<file path="config.mk">
export PLATFORM = sky130hd
export DESIGN_NAME = ble_frame_sequencer_flat
export DESIGN_NICKNAME = d
export VERILOG_FILES = /design/src/rtl/ble_seq_pkg.sv /design/src/rtl/ble_frame_sequencer_if.sv /design/src/rtl/ble_desc_fifo.sv /design/src/rtl/ble_frame_sequencer.sv /design/src/flat_wrapper.sv
export SDC_FILE = /design/constraint.sdc
export NUM_CORES = 1
export LEC_CHECK = 0
export CORE_MARGIN = 5
export CORE_UTILIZATION = 34
export CTS_CLUSTER_SIZE = 40
export DETAILED_ROUTE_END_ITERATION = 8
export PLACE_DENSITY = 0.55
export SETUP_SLACK_MARGIN = 0.4
export SLEW_MARGIN = 40
export SYNTH_ARGS = -nofsm -noshare
export SYNTH_HDL_FRONTEND = slang
export SYNTH_SLANG_ARGS = --single-unit
</file>
<file path="constraint.sdc">
create_clock -name hclk -period 4.2 [get_ports hclk]
set_input_delay 0.63 -clock hclk [delete_from_list [all_inputs] [get_ports hclk]]
set_output_delay 0.63 -clock hclk [all_outputs]
set_load 0.02 [all_outputs]
</file>
<file path="src/rtl/ble_seq_pkg.sv">
// Shared types for the BLE frame sequencer: FSM states, frame modes and the queued descriptor.
package ble_seq_pkg;

  typedef enum logic [2:0] {
    IDLE,
    LOAD,
    HEADER,
    PAYLOAD,
    DRAIN,
    DONE
  } seq_state_e;

  localparam logic MODE_TX = 1'b0;
  localparam logic MODE_RX = 1'b1;

  // Field width of a stored descriptor; the sequencer's SIZE_W must not exceed it.
  localparam int DESC_SIZE_W = 16;

  typedef struct packed {
    logic                   mode;
    logic [DESC_SIZE_W-1:0] header_size;
    logic [DESC_SIZE_W-1:0] payload_size;
  } desc_t;

endpackage

</file>
<file path="src/rtl/ble_frame_sequencer_if.sv">
// Descriptor, chain, DMA and interrupt signals of the frame sequencer.
// master = software/DMA/chain side, slave = the sequencer itself.
interface ble_frame_sequencer_if #(
  parameter int SIZE_W     = 16,
  parameter int DESC_DEPTH = 4
);
  logic                          desc_valid;
  logic                          desc_ready;
  logic                          desc_mode;
  logic [SIZE_W-1:0]             desc_header_size;
  logic [SIZE_W-1:0]             desc_payload_size;
  logic [$clog2(DESC_DEPTH):0]   desc_count;
  logic                          chain_start;
  logic                          chain_mode;
  logic [SIZE_W-1:0]             chain_header_size;
  logic [SIZE_W-1:0]             chain_payload_size;
  logic                          sample_valid;
  logic                          abort;
  logic                          dma_req;
  logic                          dma_ack;
  logic [1:0]                    irq_en;
  logic [1:0]                    irq_clear;
  logic                          tx_irq;
  logic                          rx_irq;
  logic                          err_flag;
  logic                          busy;

  modport master (
    output desc_valid, desc_mode, desc_header_size, desc_payload_size,
           sample_valid, abort, dma_ack, irq_en, irq_clear,
    input  desc_ready, desc_count, chain_start, chain_mode, chain_header_size,
           chain_payload_size, dma_req, tx_irq, rx_irq, err_flag, busy
  );

  modport slave (
    input  desc_valid, desc_mode, desc_header_size, desc_payload_size,
           sample_valid, abort, dma_ack, irq_en, irq_clear,
    output desc_ready, desc_count, chain_start, chain_mode, chain_header_size,
           chain_payload_size, dma_req, tx_irq, rx_irq, err_flag, busy
  );
endinterface

</file>
<file path="src/rtl/ble_desc_fifo.sv">
// Generic synchronous FIFO with occupancy; head visible combinationally, 1-cycle write latency.
// Pushes are refused while full regardless of a same-cycle pop; pops on empty are ignored.
module ble_desc_fifo #(
  parameter int DEPTH = 4,
  parameter int W     = 33
) (
  input  logic                     clk_i,
  input  logic                     rst_ni,
  input  logic                     push_i,
  input  logic                     pop_i,
  input  logic [W-1:0]             data_i,
  output logic [W-1:0]             data_o,
  output logic                     full_o,
  output logic [$clog2(DEPTH):0]   count_o
);
  localparam int AW = $clog2(DEPTH);

  logic [W-1:0]  mem_q [DEPTH];
  logic [AW-1:0] wr_ptr_q, wr_ptr_d;
  logic [AW-1:0] rd_ptr_q, rd_ptr_d;
  logic [AW:0]   count_q, count_d;
  logic          do_push, do_pop;

  assign full_o  = (count_q == (AW+1)'(DEPTH));
  assign do_push = push_i && !full_o;
  assign do_pop  = pop_i && (count_q != '0);

  always_comb begin
    wr_ptr_d = wr_ptr_q;
    rd_ptr_d = rd_ptr_q;
    count_d  = count_q;
    if (do_push) wr_ptr_d = wr_ptr_q + AW'(1);
    if (do_pop)  rd_ptr_d = rd_ptr_q + AW'(1);
    if (do_push && !do_pop)      count_d = count_q + (AW+1)'(1);
    else if (!do_push && do_pop) count_d = count_q - (AW+1)'(1);
  end

  always_ff @(posedge clk_i or negedge rst_ni) begin
    if (!rst_ni) begin
      wr_ptr_q <= '0;
      rd_ptr_q <= '0;
      count_q  <= '0;
    end else begin
      wr_ptr_q <= wr_ptr_d;
      rd_ptr_q <= rd_ptr_d;
      count_q  <= count_d;
    end
  end

  always_ff @(posedge clk_i) begin
    if (do_push) mem_q[wr_ptr_q] <= data_i;
  end

  assign data_o  = mem_q[rd_ptr_q];
  assign count_o = count_q;
endmodule

</file>
<file path="src/rtl/ble_frame_sequencer.sv">
// Queues frame descriptors, launches each on the PHY chain, counts samples and issues burst DMA requests.
// Push-to-chain_start is 2 cycles; desc_ready tracks FIFO not-full only; DRAIN stalls until all bursts are acked.
import ble_seq_pkg::*;

module ble_frame_sequencer #(
  parameter int SIZE_W     = 16,
  parameter int DESC_DEPTH = 4,
  parameter int DMA_BURST  = 8,
  parameter int OUT_W      = 4
) (
  input  logic                  hclk,
  input  logic                  reset,
  ble_frame_sequencer_if.slave  bus
);
  localparam int CNT_W = $clog2(DESC_DEPTH) + 1;
  localparam logic [SIZE_W-1:0] BURST_MASK = SIZE_W'(DMA_BURST - 1);

  seq_state_e        state_q, state_d;
  logic [SIZE_W-1:0] cnt_q, cnt_d, cnt_inc;
  logic [OUT_W-1:0]  out_q, out_d;
  logic              mode_q, mode_d;
  logic [SIZE_W-1:0] hdr_q, hdr_d;
  logic [SIZE_W-1:0] pay_q, pay_d;
  logic              tx_status_q, tx_status_d;
  logic              rx_status_q, rx_status_d;
  logic              err_q, err_d;

  desc_t             push_desc, head_desc;
  logic              fifo_full, pop;
  logic [CNT_W-1:0]  fifo_count;
  logic              burst_inc, abort_hit, ack_ok, sat_err, done_hit;

  assign push_desc = '{mode:         bus.desc_mode,
                       header_size:  DESC_SIZE_W'(bus.desc_header_size),
                       payload_size: DESC_SIZE_W'(bus.desc_payload_size)};

  ble_desc_fifo #(
    .DEPTH (DESC_DEPTH),
    .W     ($bits(desc_t))
  ) u_fifo (
    .clk_i   (hclk),
    .rst_ni  (reset),
    .push_i  (bus.desc_valid),
    .pop_i   (pop),
    .data_i  (push_desc),
    .data_o  (head_desc),
    .full_o  (fifo_full),
    .count_o (fifo_count)
  );

  assign abort_hit = bus.abort && (state_q != IDLE);
  assign cnt_inc   = cnt_q + SIZE_W'(1);

  always_comb begin
    state_d   = state_q;
    cnt_d     = cnt_q;
    mode_d    = mode_q;
    hdr_d     = hdr_q;
    pay_d     = pay_q;
    pop       = 1'b0;
    burst_inc = 1'b0;
    case (state_q)
      IDLE: begin
        if (fifo_count != '0) begin
          pop     = 1'b1;
          mode_d  = head_desc.mode;
          hdr_d   = SIZE_W'(head_desc.header_size);
          pay_d   = SIZE_W'(head_desc.payload_size);
          cnt_d   = '0;
          state_d = LOAD;
        end
      end
      LOAD: begin
        if (hdr_q != '0)      state_d = HEADER;
        else if (pay_q != '0) state_d = PAYLOAD;
        else                  state_d = DONE;
      end
      HEADER: begin
        if (bus.sample_valid) begin
          if (cnt_inc == hdr_q) begin
            cnt_d   = '0;
            state_d = (pay_q != '0) ? PAYLOAD : DRAIN;
          end else begin
            cnt_d = cnt_inc;
          end
        end
      end
      PAYLOAD: begin
        if (bus.sample_valid) begin
          // The final sample always closes a burst: full if aligned, partial otherwise.
          burst_inc = ((cnt_inc & BURST_MASK) == '0) || (cnt_inc == pay_q);
          if (cnt_inc == pay_q) begin
            cnt_d   = '0;
            state_d = DRAIN;
          end else begin
            cnt_d = cnt_inc;
          end
        end
      end
      DRAIN: if (out_q == '0) state_d = DONE;
      DONE:  state_d = IDLE;
      default: state_d = IDLE;
    endcase
    if (abort_hit) begin
      state_d   = IDLE;
      cnt_d     = '0;
      burst_inc = 1'b0;
    end
  end

  always_comb begin
    ack_ok  = bus.dma_ack && (out_q != '0);
    out_d   = out_q;
    sat_err = 1'b0;
    if (abort_hit) begin
      out_d = '0;
    end else if (burst_inc && !ack_ok) begin
      if (out_q == '1) sat_err = 1'b1;
      else             out_d   = out_q + OUT_W'(1);
    end else if (!burst_inc && ack_ok) begin
      out_d = out_q - OUT_W'(1);
    end
  end

  // Setting a status bit takes priority over a same-cycle clear.
  assign done_hit    = (state_q == DONE) && !abort_hit;
  assign tx_status_d = (done_hit && mode_q == MODE_TX) || (tx_status_q && !bus.irq_clear[0]);
  assign rx_status_d = (done_hit && mode_q == MODE_RX) || (rx_status_q && !bus.irq_clear[1]);
  assign err_d       = abort_hit || sat_err || (err_q && !(&bus.irq_clear));

  always_ff @(posedge hclk or negedge reset) begin
    if (!reset) begin
      state_q     <= IDLE;
      cnt_q       <= '0;
      out_q       <= '0;
      mode_q      <= 1'b0;
      hdr_q       <= '0;
      pay_q       <= '0;
      tx_status_q <= 1'b0;
      rx_status_q <= 1'b0;
      err_q       <= 1'b0;
    end else begin
      state_q     <= state_d;
      cnt_q       <= cnt_d;
      out_q       <= out_d;
      mode_q      <= mode_d;
      hdr_q       <= hdr_d;
      pay_q       <= pay_d;
      tx_status_q <= tx_status_d;
      rx_status_q <= rx_status_d;
      err_q       <= err_d;
    end
  end

  assign bus.desc_ready         = !fifo_full;
  assign bus.desc_count         = fifo_count;
  assign bus.chain_start        = (state_q == LOAD);
  assign bus.chain_mode         = mode_q;
  assign bus.chain_header_size  = hdr_q;
  assign bus.chain_payload_size = pay_q;
  assign bus.dma_req            = (out_q != '0);
  assign bus.tx_irq             = tx_status_q && bus.irq_en[0];
  assign bus.rx_irq             = rx_status_q && bus.irq_en[1];
  assign bus.err_flag           = err_q;
  assign bus.busy               = (state_q != IDLE);
endmodule

</file>
<file path="src/flat_wrapper.sv">
// flat-port wrapper written by rule: the top's interface ports become plain ports
module ble_frame_sequencer_flat 
#(
  parameter int SIZE_W     = 16,
  parameter int DESC_DEPTH = 4,
  parameter int DMA_BURST  = 8,
  parameter int OUT_W      = 4
)
  (hclk, reset, bus_desc_valid, bus_desc_mode, bus_desc_header_size, bus_desc_payload_size, bus_sample_valid, bus_abort, bus_dma_ack, bus_irq_en, bus_irq_clear, bus_desc_ready, bus_desc_count, bus_chain_start, bus_chain_mode, bus_chain_header_size, bus_chain_payload_size, bus_dma_req, bus_tx_irq, bus_rx_irq, bus_err_flag, bus_busy);
  ble_frame_sequencer_if #(.SIZE_W(SIZE_W), .DESC_DEPTH(DESC_DEPTH)) bus_i ();
  input  logic hclk;
  input  logic reset;
  input wire logic [$bits(bus_i.desc_valid)-1:0] bus_desc_valid;
  input wire logic [$bits(bus_i.desc_mode)-1:0] bus_desc_mode;
  input wire logic [$bits(bus_i.desc_header_size)-1:0] bus_desc_header_size;
  input wire logic [$bits(bus_i.desc_payload_size)-1:0] bus_desc_payload_size;
  input wire logic [$bits(bus_i.sample_valid)-1:0] bus_sample_valid;
  input wire logic [$bits(bus_i.abort)-1:0] bus_abort;
  input wire logic [$bits(bus_i.dma_ack)-1:0] bus_dma_ack;
  input wire logic [$bits(bus_i.irq_en)-1:0] bus_irq_en;
  input wire logic [$bits(bus_i.irq_clear)-1:0] bus_irq_clear;
  output wire logic [$bits(bus_i.desc_ready)-1:0] bus_desc_ready;
  output wire logic [$bits(bus_i.desc_count)-1:0] bus_desc_count;
  output wire logic [$bits(bus_i.chain_start)-1:0] bus_chain_start;
  output wire logic [$bits(bus_i.chain_mode)-1:0] bus_chain_mode;
  output wire logic [$bits(bus_i.chain_header_size)-1:0] bus_chain_header_size;
  output wire logic [$bits(bus_i.chain_payload_size)-1:0] bus_chain_payload_size;
  output wire logic [$bits(bus_i.dma_req)-1:0] bus_dma_req;
  output wire logic [$bits(bus_i.tx_irq)-1:0] bus_tx_irq;
  output wire logic [$bits(bus_i.rx_irq)-1:0] bus_rx_irq;
  output wire logic [$bits(bus_i.err_flag)-1:0] bus_err_flag;
  output wire logic [$bits(bus_i.busy)-1:0] bus_busy;
  assign bus_i.desc_valid = bus_desc_valid;
  assign bus_i.desc_mode = bus_desc_mode;
  assign bus_i.desc_header_size = bus_desc_header_size;
  assign bus_i.desc_payload_size = bus_desc_payload_size;
  assign bus_i.sample_valid = bus_sample_valid;
  assign bus_i.abort = bus_abort;
  assign bus_i.dma_ack = bus_dma_ack;
  assign bus_i.irq_en = bus_irq_en;
  assign bus_i.irq_clear = bus_irq_clear;
  assign bus_desc_ready = bus_i.desc_ready;
  assign bus_desc_count = bus_i.desc_count;
  assign bus_chain_start = bus_i.chain_start;
  assign bus_chain_mode = bus_i.chain_mode;
  assign bus_chain_header_size = bus_i.chain_header_size;
  assign bus_chain_payload_size = bus_i.chain_payload_size;
  assign bus_dma_req = bus_i.dma_req;
  assign bus_tx_irq = bus_i.tx_irq;
  assign bus_rx_irq = bus_i.rx_irq;
  assign bus_err_flag = bus_i.err_flag;
  assign bus_busy = bus_i.busy;
  ble_frame_sequencer #(.SIZE_W(SIZE_W), .DESC_DEPTH(DESC_DEPTH), .DMA_BURST(DMA_BURST), .OUT_W(OUT_W)) u_core (.hclk(hclk), .reset(reset), .bus(bus_i));
endmodule
</file>
==> flow_summary.yaml <==
grt:
  antenna_found_initial: 0
  grt_overflow: 0
  grt_start_max_net_pins: 67
  track_usage_pct: 15.46
  grt_first_pass_wirelength_um: 36920
  vias_in_the_first_global_route: 6270
clock_tree:
  cts_inserted_buffers: 17
  clk_pin_slew_worst_paths_ps: 80
  clock_sink_count: 198
  cts_tree: "yes"
  clockRootBuffer: "sky130_fd_sc_hd__clkbuf_16"
  cts-htree-levels: 4
  clock_insertion_delay_worst_skew_ps: 430
  cts.path.max_buffers: 2
sta:
  grt_setup_unrepaired: "false"
  finalSetupViolCount: 0
  timing.setup.tns_ps: 0
  hold_violations: 0
  timing.final.crit_period_ps: 3635
  hold_ws_ps: 183.8
  relSlewSlack_pct: 54.66
  min_period_over_period_pct: 86.55
  fmax_ghz: 0.2751
  finalClockSkew_ps: 15.80
  timing_max_transition_violations_final: 0
  worst_slew_pin_slew_ps: 674.9
drt:
  avgRoutedWirePerCell_um: 20.10
  antenna_violating_nets_post_route: 0
  drt_first_pass_iters: 6
  top_signal_layer_used: "met4"
  remaining_drc_errors: 0
  initialDrtViolationCount: 467
  met3WireLength_um: 953
  routedLengthMet1_um: 10880
  route.detailed.vias_per_inst: 5.256
  number_of_vias_in_the_routed_layout: 6234
  dr_wl_met2_um: 11660
  wirelength_um: 23830
power_and_ir_drop:
  power_switching_mw: 2.859
  pwr-share-seq_pct: 41.0
  power.share.clock_pct: 22.5
  power_frac_comb_pct: 36.5
  vdd.ir_drop.worst_mv: 0.3024
  p_int_mw: 5.078
  switching_share_pct: 36.02
  cellLeakagePower_nw: 4.097
  total_power_density_per_cell_area_nw_per_um2: 680.7
placed_design:
  post-dp-hpwl_um: 16190
  io_buffers: 85
  gp_congestion: 0.9334
finish:
  insertedDiodeCount: 0
  post_route_cells_drive_above_1_share_pct: 20.05
  num-nets-final: 850
  areaGrowthSynthToFinish_pct: 22.71
synth:
  postSynthNetCount: 756
  flip_flop_and_latch_count_after_synthesis: 198
  post_synth_inst_count: 701
  ys.warnings.count: 0
  mappedNetlistArea_um2: 9503
  synth-async-reset-ratio_pct: 33.33
  synth_sequential_area_ratio_pct: 59.09
  synth_area_per_cell_um2: 13.56
  most_used_flip_flop_cell_after_synthesis: "sky130_fd_sc_hd__edfxtp_1"
  synth_enable_flop_cells: 132
  ys_top_cells_by_area: "sky130_fd_sc_hd__edfxtp_1, sky130_fd_sc_hd__dfrtp_1, sky130_fd_sc_hd__mux4_2, sky130_fd_sc_hd__mux2_2, sky130_fd_sc_hd__xnor2_1"
  synth.distinct_cells: 66
  synth_top_area_share_pct: 41.71
  synth_area_leader_cell: "sky130_fd_sc_hd__edfxtp_1"
hold_path:
  min-delay-path-class: "in2async"
floorplan:
  placement_rows: 61
  placeableCoreArea_um2: 27710
  chip_height_um: 177.2
  design.die.area_um2: 31390
  fp.dieW_um: 177.2
  floorplan.io_pins: 86
  initial_util_pct: 34.30
job:
  number_of_maximum_capacitance_constraint_violations: 0
setup_path:
  worst_setup_path_start_kind: "flop"
  critical_path.max_fanout: 8
  timing.critical_path.to_type: "flop"
  cpMaxStageDelayCell: "sky130_fd_sc_hd__or4_4"
  path_class: "reg2reg"
  path_buf_inv: 1
  crit_required_ps: 4570
  timing.critical_path.slowest_cell_delay_ps: 570
  crit_path_cell_trace: "and3_1 -> nand3_1 -> xnor2_1 -> or4_4 -> nor4_4 -> nand2_1 -> a21oi_2 -> ha_2 -> inv_2 -> ha_4 -> a21o_1 -> a21oi_2 -> xnor2_1 -> nand2_1 -> xor2_1 -> nor2_1"
  crit_path_arrival_time_ps: 4000
  critPathTopFamily: "simple AND/OR/NAND/NOR gates"
run_status:
  status: "complete, no violations"
[stage by stage]
step	power (mW)	utilization, %	cells	worst slack, ps	area (um^2)
6_report	7.937	42.09	1186	564.8	11660
5_1_grt	8.397	42.09	1186	358.0	11660
4_1_cts	8.018	41.81	1184	401.8	11580
3_5_place_dp	6.179	39.28	1150	94.81	10880
3_3_place_gp	6.160	39.22	1150	115.7	10870
2_1_floorplan	4.972	-	701	433.8	9512
[kinds of logic after synthesis]
group | Yosys count | synth area share (%)
buf+inv | 60 | 2.818
mux | 77 | 12.88
fa+ha+maj | 12 | 1.738
xor+xnor | 48 | 4.424
compound gates | 87 | 6.333
flops | 198 | 59.09
simple gates | 219 | 12.72
[synth_stat cells (all sizes together), types with 4 or more instances]
master  count
edfxtp    132
dfrtp      66
nand2      43
nor2       37
mux4       33
mux2       32
xnor2      28
clkbuf     25
buf        20
nand3      20
xor2       20
a21oi      19
nand4      18
inv        15
nor3       15
and3       14
nor4       14
o21ai      14
a31oi      12
and2       12
mux2i      12
ha         10
nand2b      9
nor2b       9
or4         8
o211ai      6
o31ai       5
a211oi      4
and4        4
[sequential cells by signal, indices dropped and copies added (netlist names)]
name,flops
u_core.bus.chain_mode,1
u_core.cnt_q,16
u_core.out_q,4
u_core.state_q,3
u_core.tx_status_q,1
u_core.bus.err_flag,1
u_core.u_fifo.mem_q,132
u_core.u_fifo.rd_ptr_q,2
u_core.rx_status_q,1
u_core.bus.chain_header_size,16
u_core.bus.chain_payload_size,16
u_core.u_fifo.wr_ptr_q,2
u_core.u_fifo.count_o,3
[area by class of cell]
type	instances	area [um^2]
clock buffer	17	425.4
tap	378	473.0
sequential	198	5622
multi-input combinational	443	3739
clock inverter	15	227.7
timing repair buffer	120	1119
inverter	15	56.30
fill	2512	16040
[cell usage in the layout, fill, tap and decap left out, drive strengths merged, types with 24 or more instances in the layout]
| master | n |
|---|---|
| nand2 | 43 |
| clkdlybuf4s50 | 84 |
| nor2 | 37 |
| inv | 24 |
| edfxtp | 132 |
| dfrtp | 66 |
| buf | 36 |
| mux4 | 33 |
| xnor2 | 28 |
| mux2 | 32 |
[layer usage]
layer  track usage (%)  up-vias
met4             3.707        0
met3             2.991       21
li1                  -     2873
met1             21.45     3172
met2             25.26      168
met5                 0        -
[timing repair]
item / CTS / global route
pin swaps: 3 / 10
resized for setup: 8 / 11
setup endpoints to repair: 1 / 7
buffers inserted: 2 / 2
hold buffers: 0 / 0
[worst paths after layout]
check                               startpoint                         to  slack (ps)  depth (start not counted)
setup / recovery               u_core.cnt_q[4]            u_core.out_q[3]         560                         16
hold / removal                           reset   u_core.u_fifo.count_o[2]         180                          1
min in group hclk          u_core.bus.err_flag        u_core.bus.err_flag         500                          2
setup reg to reg               u_core.cnt_q[4]            u_core.out_q[3]         560                         16
hold reg to reg            u_core.bus.err_flag        u_core.bus.err_flag         500                          2
max in group asynchronous                reset  u_core.u_fifo.rd_ptr_q[0]        3500                          1
[power groups by stage]
stage	Sequential, mW	Clock (mW)	Combinational, mW
6_report	3.25	1.78	2.90
5_1_grt	3.34	1.90	3.16
4_1_cts	3.27	1.83	2.91
3_5_place_dp	3.31	0	2.87
3_3_place_gp	3.30	0	2.86
2_1_floorplan	3.15	0	1.82
Power figures use the tool's default switching activity.
